$ cat src/rtl/k_means_controller.sv
// k_means_controller
// Top-level sequencer for the k-means core. A go pulse in IDLE starts up to
// MAX_ITER passes over num_points samples. Each pass clears the accumulators,
// reads every point, waits for the classifier pipeline to drain, then updates
// every centroid. Afterwards the K centroids are written back and interupt is
// raised until irq_ack. The block drives addresses, strobes and indices only.
//
// Optional feature: define KM_CONV_EARLY_EXIT_EN to stop at the first pass in
// which no centroid moved. Without it exactly MAX_ITER passes run and
// centroid_changed is ignored.
//
// Ports
//   clk, rst            clock (rising edge), asynchronous active-high reset
//   go, num_points      start pulse (IDLE only) and point count latched with it
//   ram_rd_en/addr      sample RAM read strobe and address
//   class_valid         ram_rd_en delayed by one cycle
//   accum_clear         one-cycle pulse at the start of every pass
//   update_start/idx    update request for centroid update_idx
//   update_done         datapath completion of the outstanding update
//   centroid_changed    sampled with update_done
//   reg_num, reg_w_r    result register write during writeback
//   busy                high in every state except IDLE
//   iter_count          completed passes, held until the next accepted go
//   interupt, irq_ack   level interrupt in DONE and its acknowledge
//
// Update handshake: update_start is a one-cycle request that makes an update
// outstanding; the first update_done seen while it is outstanding completes
// it (centroid_changed is sampled in that same cycle). update_done with no
// update outstanding, including the request cycle itself, is ignored.
module k_means_controller #(
  parameter int ADDR_WIDTH    = 8,
  parameter int NUM_CENTROIDS = 8,
  parameter int MAX_ITER      = 16,
  parameter int CLASS_LATENCY = 3
) (
  input  logic                  clk,
  input  logic                  rst,
  input  logic                  go,
  input  logic [ADDR_WIDTH-1:0] num_points,
  output logic                  ram_rd_en,
  output logic [ADDR_WIDTH-1:0] ram_rd_addr,
  output logic                  class_valid,
  output logic                  accum_clear,
  output logic                  update_start,
  output logic [3:0]            update_idx,
  input  logic                  update_done,
  input  logic                  centroid_changed,
  output logic [ADDR_WIDTH-1:0] reg_num,
  output logic                  reg_w_r,
  output logic                  busy,
  output logic [7:0]            iter_count,
  output logic                  interupt,
  input  logic                  irq_ack
);

  typedef enum logic [2:0] {
    S_IDLE, S_CLEAR, S_READ, S_DRAIN, S_UPDATE, S_CHECK, S_WRITEBACK, S_DONE
  } state_t;

  localparam int         DRAIN_W  = $clog2(CLASS_LATENCY + 2);
  localparam logic [3:0] LAST_IDX = 4'(NUM_CENTROIDS - 1);
  localparam logic [7:0] ITER_CAP = 8'(MAX_ITER);

  state_t                r_state;
  state_t                w_next;
  logic [ADDR_WIDTH-1:0] r_num_points;
  logic [ADDR_WIDTH-1:0] r_addr;
  logic [DRAIN_W-1:0]    r_drain;
  logic [3:0]            r_idx;
  logic                  r_pending;
  logic [7:0]            r_iter;
  logic                  r_class_valid;
  logic [7:0]            w_iter_inc;
  logic                  w_update_ack;
  logic                  w_converged;

  assign w_iter_inc   = (r_iter == 8'hFF) ? r_iter : r_iter + 8'd1;
  assign w_update_ack = (r_state == S_UPDATE) && r_pending && update_done;

`ifdef KM_CONV_EARLY_EXIT_EN
  // OR of centroid_changed over the updates of the current pass.
  logic r_changed;

  always_ff @(posedge clk or posedge rst) begin
    if (rst) begin
      r_changed <= 1'b0;
    end else if (r_state == S_CLEAR) begin
      r_changed <= 1'b0;
    end else if (w_update_ack) begin
      r_changed <= r_changed | centroid_changed;
    end
  end

  assign w_converged = ~r_changed;
`else
  logic w_unused_changed;
  assign w_unused_changed = centroid_changed;
  assign w_converged      = 1'b0;
`endif

  // State register
  always_ff @(posedge clk or posedge rst) begin
    if (rst) r_state <= S_IDLE;
    else     r_state <= w_next;
  end

  // Next state and strobes
  always_comb begin
    w_next       = r_state;
    ram_rd_en    = 1'b0;
    accum_clear  = 1'b0;
    update_start = 1'b0;
    reg_w_r      = 1'b0;
    busy         = 1'b1;
    interupt     = 1'b0;
    case (r_state)
      S_IDLE: begin
        busy = 1'b0;
        if (go) w_next = (num_points == '0) ? S_DONE : S_CLEAR;
      end
      S_CLEAR: begin
        accum_clear = 1'b1;
        w_next      = S_READ;
      end
      S_READ: begin
        ram_rd_en = 1'b1;
        if (r_addr == r_num_points - ADDR_WIDTH'(1)) w_next = S_DRAIN;
      end
      S_DRAIN: begin
        // CLASS_LATENCY+1 cycles: the last point reaches the accumulator.
        if (r_drain == DRAIN_W'(CLASS_LATENCY)) w_next = S_UPDATE;
      end
      S_UPDATE: begin
        update_start = ~r_pending;
        if (w_update_ack && (r_idx == LAST_IDX)) w_next = S_CHECK;
      end
      S_CHECK: begin
        w_next = ((w_iter_inc == ITER_CAP) || w_converged) ? S_WRITEBACK : S_CLEAR;
      end
      S_WRITEBACK: begin
        reg_w_r = 1'b1;
        if (r_idx == LAST_IDX) w_next = S_DONE;
      end
      S_DONE: begin
        interupt = 1'b1;
        if (irq_ack) w_next = S_IDLE;
      end
      default: w_next = S_IDLE;
    endcase
  end

  // Counters and latched run parameters
  always_ff @(posedge clk or posedge rst) begin
    if (rst) begin
      r_num_points  <= '0;
      r_addr        <= '0;
      r_drain       <= '0;
      r_idx         <= '0;
      r_pending     <= 1'b0;
      r_iter        <= '0;
      r_class_valid <= 1'b0;
    end else begin
      r_class_valid <= (r_state == S_READ);
      r_drain       <= (r_state == S_DRAIN) ? r_drain + DRAIN_W'(1) : '0;
      case (r_state)
        S_IDLE: begin
          if (go) begin
            r_num_points <= num_points;
            r_iter       <= '0;
          end
        end
        S_CLEAR: r_addr <= '0;
        S_READ:  r_addr <= r_addr + ADDR_WIDTH'(1);
        S_CHECK: r_iter <= w_iter_inc;
        default: ;
      endcase
      // Centroid index walks 0..K-1 in UPDATE and again in WRITEBACK.
      if (r_state == S_UPDATE) begin
        if (!r_pending) begin
          r_pending <= 1'b1;
        end else if (update_done) begin
          r_pending <= 1'b0;
          r_idx     <= r_idx + 4'd1;
        end
      end else if (r_state == S_WRITEBACK) begin
        r_idx <= r_idx + 4'd1;
      end else begin
        r_idx     <= '0;
        r_pending <= 1'b0;
      end
    end
  end

  assign ram_rd_addr = (r_state == S_READ) ? r_addr : '0;
  assign update_idx  = ((r_state == S_UPDATE) || (r_state == S_WRITEBACK)) ? r_idx : 4'd0;
  assign reg_num     = (r_state == S_WRITEBACK) ? ADDR_WIDTH'(r_idx) : '0;
  assign class_valid = r_class_valid;
  assign iter_count  = r_iter;

endmodule

$ cat config.mk
export PLATFORM = sky130hd
export DESIGN_NAME = k_means_controller
export DESIGN_NICKNAME = d
export VERILOG_FILES = /design/src/rtl/k_means_controller.sv
export SDC_FILE = /design/constraint.sdc
export NUM_CORES = 1
export LEC_CHECK = 0
export ABC_AREA = 1
export CAP_MARGIN = 20
export CORE_MARGIN = 4
export CORE_UTILIZATION = 53
export CTS_BUF_LIST = sky130_fd_sc_hd__clkbuf_2
export CTS_CLUSTER_DIAMETER = 200
export DETAILED_ROUTE_END_ITERATION = 12
export HOLD_SLACK_MARGIN = 0.15
export PLACE_DENSITY = 0.92
export SLEW_MARGIN = 10
export SYNTH_ARGS = -nofsm -noshare
export SYNTH_HDL_FRONTEND = slang
export SYNTH_SLANG_ARGS = --single-unit
$ cat constraint.sdc
create_clock -name clk -period 1.7 [get_ports clk]
set_input_delay 0.34 -clock clk [delete_from_list [all_inputs] [get_ports clk]]
set_output_delay 0.34 -clock clk [all_outputs]
set_load 0.02 [all_outputs]
==> reports/qor.yml <==
cp_max_fo: 3
seq_area_um2: 902.1
nFillCells: 259
grt_pass1_wl_mm: 11.21
initial_utilization: 0.5475
ys_seq_area_frac: 0.3805
core_um2: 4324
worstPathRequired_ns: 1.36
yosysWarningCount: 0
clk_latency_ns: 0.43
grt_max_degree: 37
numCtsBuffers: 5
ys_seq_elements: 36
holdWs_ns: 0.2145
antenna_found_initial: 0
fin_setup_tns_ns: -7.697
drc: 0
multi_input_area_um2: 1475
ys.flop_type: "dfrtp_1"
clock_sinks: 36
min_period_ns: 2.063
rows: 24
ys_types: 35
grt_overflow: 0
outcome: "finished with violations"
drive_above_1_share: 0.3230
nets: 440
grtUsageTotal: 0.2664
critical_path_class: "reg -> out"
cp.arrival_ns: 1.72
setup_viol: 31
cts_tree: "done"
drtIter0Drc: 307
async_flop_share: 1.000
cts_hold_buf: 0
path_clk_slew_ns: 0.21
failed_checks: "setup timing"
cts_root_buffer: "clkbuf_2"
hold_viol: 0
synth_cells: 333
io_pins: 49
dp_hpwl_mm: 4.696
grt_setup_unrepaired: "yes"
synth_most_common_cell: "nand2_1"
synth_edf_count: 0
place_congestion: 0.9201
skew_ns: 0.02472
diodes: 0
worst_slack_ns: -0.3629
end_kind: "primary output"
routed_wl_mm: 7.566
place_ws_ns: -0.2634
port_buffers: 43
fin_crit_sh: 1.213
vias: 2655
cellPowerDensity_nw_per_um2: 1508
clockBufferDepth: 2
h-tree-depth: 2
max_freq_mhz: 484.8
ant_nets: 0
wl_per_cell_um: 16.00
drt_pass1_iterations: 5
yosys.area.top_type: "dfrtp_1"
synth_top_area_share: 0.3805
hp-class: "in -> async"
finalMaxSlewViolations: 0
die_h_um: 74.83
cap_violations: 0
grt_pass1_vias: 2531
syn-cell-area_um2: 2367
syn2layout_area_growth_pct: 50.21
power_w: 0.005363
max-vdd-ir-drop_mv: 0.9800
synth_area_leaders: "dfrtp_1, nand2_1, inv_1"
startpoint_type: "register"
syn_avg_cell_area_um2: 7.109
yosys-top-cells-count: "nand2_1, inv_1, nor2_1, dfrtp_1, nand3_1"
vias_per_cell: 5.613
die_x_um: 74.83
dieArea_um2: 5600
leakage_nw: 1.726
==> worst paths after layout <==
path	from	end	slack, ns	depth (start not counted)
max in group asynchronous	rst	r_num_points[2]$_DFFE_PP0P_	1.28	3
setup / recovery	r_state[2]$_DFFE_PP0P_	ram_rd_addr[4]	-0.36	5
setup reg to reg	r_state[0]$_DFFE_PP0P_	r_state[1]$_DFFE_PP0P_	-0.33	13
hold / removal	rst	r_state[0]$_DFFE_PP0P_	0.21	3
hold reg to reg	r_drain[0]$_DFF_PP0_	r_drain[0]$_DFF_PP0_	0.46	1
min in group clk	r_drain[0]$_DFF_PP0_	r_drain[0]$_DFF_PP0_	0.46	1
==> critical path: stages, from the launching register on <==
cell and delay [ns]:
dfrtp_1 0.46, nor3_4 0.28, clkinvlp_4 0.20, buf_6 0.15, nor2_4 0.09, buf_6 0.12
==> cells in the final DEF (no fill, tap or decap), types with 4 or more instances in the layout <==
cell type | synthesis | routed
nand2_1 | 80 | 72
inv_1 | 54 | 47
dfrtp_1 | 36 | 35
buf_6 | 0 | 31
nor2_1 | 53 | 29
buf_4 | 4 | 27
nor2_4 | 1 | 25
nand3_1 | 24 | 24
o21ai_0 | 18 | 17
clkdlybuf4s50_1 | 0 | 12
nand2_2 | 2 | 7
clkbuf_2 | 0 | 7
dlygate4sd2_1 | 0 | 7
a21oi_1 | 12 | 6
a21oi_2 | 1 | 6
nand4_1 | 5 | 5
inv_2 | 3 | 5
ha_1 | 6 | 5
o22ai_1 | 4 | 4
conb_1 | 1 | 4
==> flip-flops by register name, indices dropped and copies added, names as in the netlist <==
signal,flops
class_valid,1
iter_count,8
r_addr,8
r_drain,3
r_idx,4
r_num_points,8
r_pending,1
r_state,3
==> metrics by stage <==
step	utilization	cell area, um2	cells
2_1_floorplan	-	2435	336
3_3_place_gp	0.7153	3093	452
3_5_place_dp	0.7153	3093	452
4_1_cts	0.7778	3363	470
5_1_grt	0.8223	3556	473
6_report	0.8223	3556	473
==> cell type report <==
cell class | instances | share of cell area
Clock buffer | 5 | 0.007037
Sequential cell | 36 | 0.2537
Timing Repair Buffer | 83 | 0.2322
Multi-Input combinational cell | 236 | 0.4148
Inverter | 57 | 0.06791
Timing Repair inverter | 1 | 0.002111
Clock inverter | 3 | 0.003871
Tap cell | 52 | 0.01830
==> cells by family (layout without fill, tap and decap cells) <==
kind of cell | Yosys count | after routing | synth area share
flops | 36 | 36 | 0.3805
buf+inv | 64 | 149 | 0.1131
simple gates | 179 | 179 | 0.3441
fa+ha+maj | 6 | 6 | 0.03171
compound gates | 41 | 41 | 0.09937
xor+xnor | 5 | 5 | 0.02484
other cells | 1 | 4 | 0.001584
mux | 1 | 1 | 0.004757
==> metal layers <==
| layer | track usage | up-vias | part of all wire |
|---|---|---|---|
| li1 | - | 1222 | - |
| met2 | 0.4574 | 139 | 0.52 |
| met3 | 0.07076 | 57 | 0.060 |
| met5 | 0 | - | 0 |
| met1 | 0.2940 | 1237 | 0.36 |
| met4 | 0.1581 | 0 | 0.059 |
==> timing repair <==
item,in CTS,in global routing
gates resized for setup,182,56
pin swaps,5,12
gates cloned,2,0
setup endpoints to repair,38,54
setup buffers,8,5
endpoints found under the hold margin,0,0
==> power breakdown <==
group | internal [W] | leakage (nW) | switching (W)
Combinational | 0.00146 | 1.24 | 0.00212
Sequential | 0.00113 | 0.461 | 0.000248
Clock | 0.0000918 | 0.0302 | 0.000323
Total | 0.00267 | 1.73 | 0.00269
No activity file was read; power rests on OpenSTA's default activity.
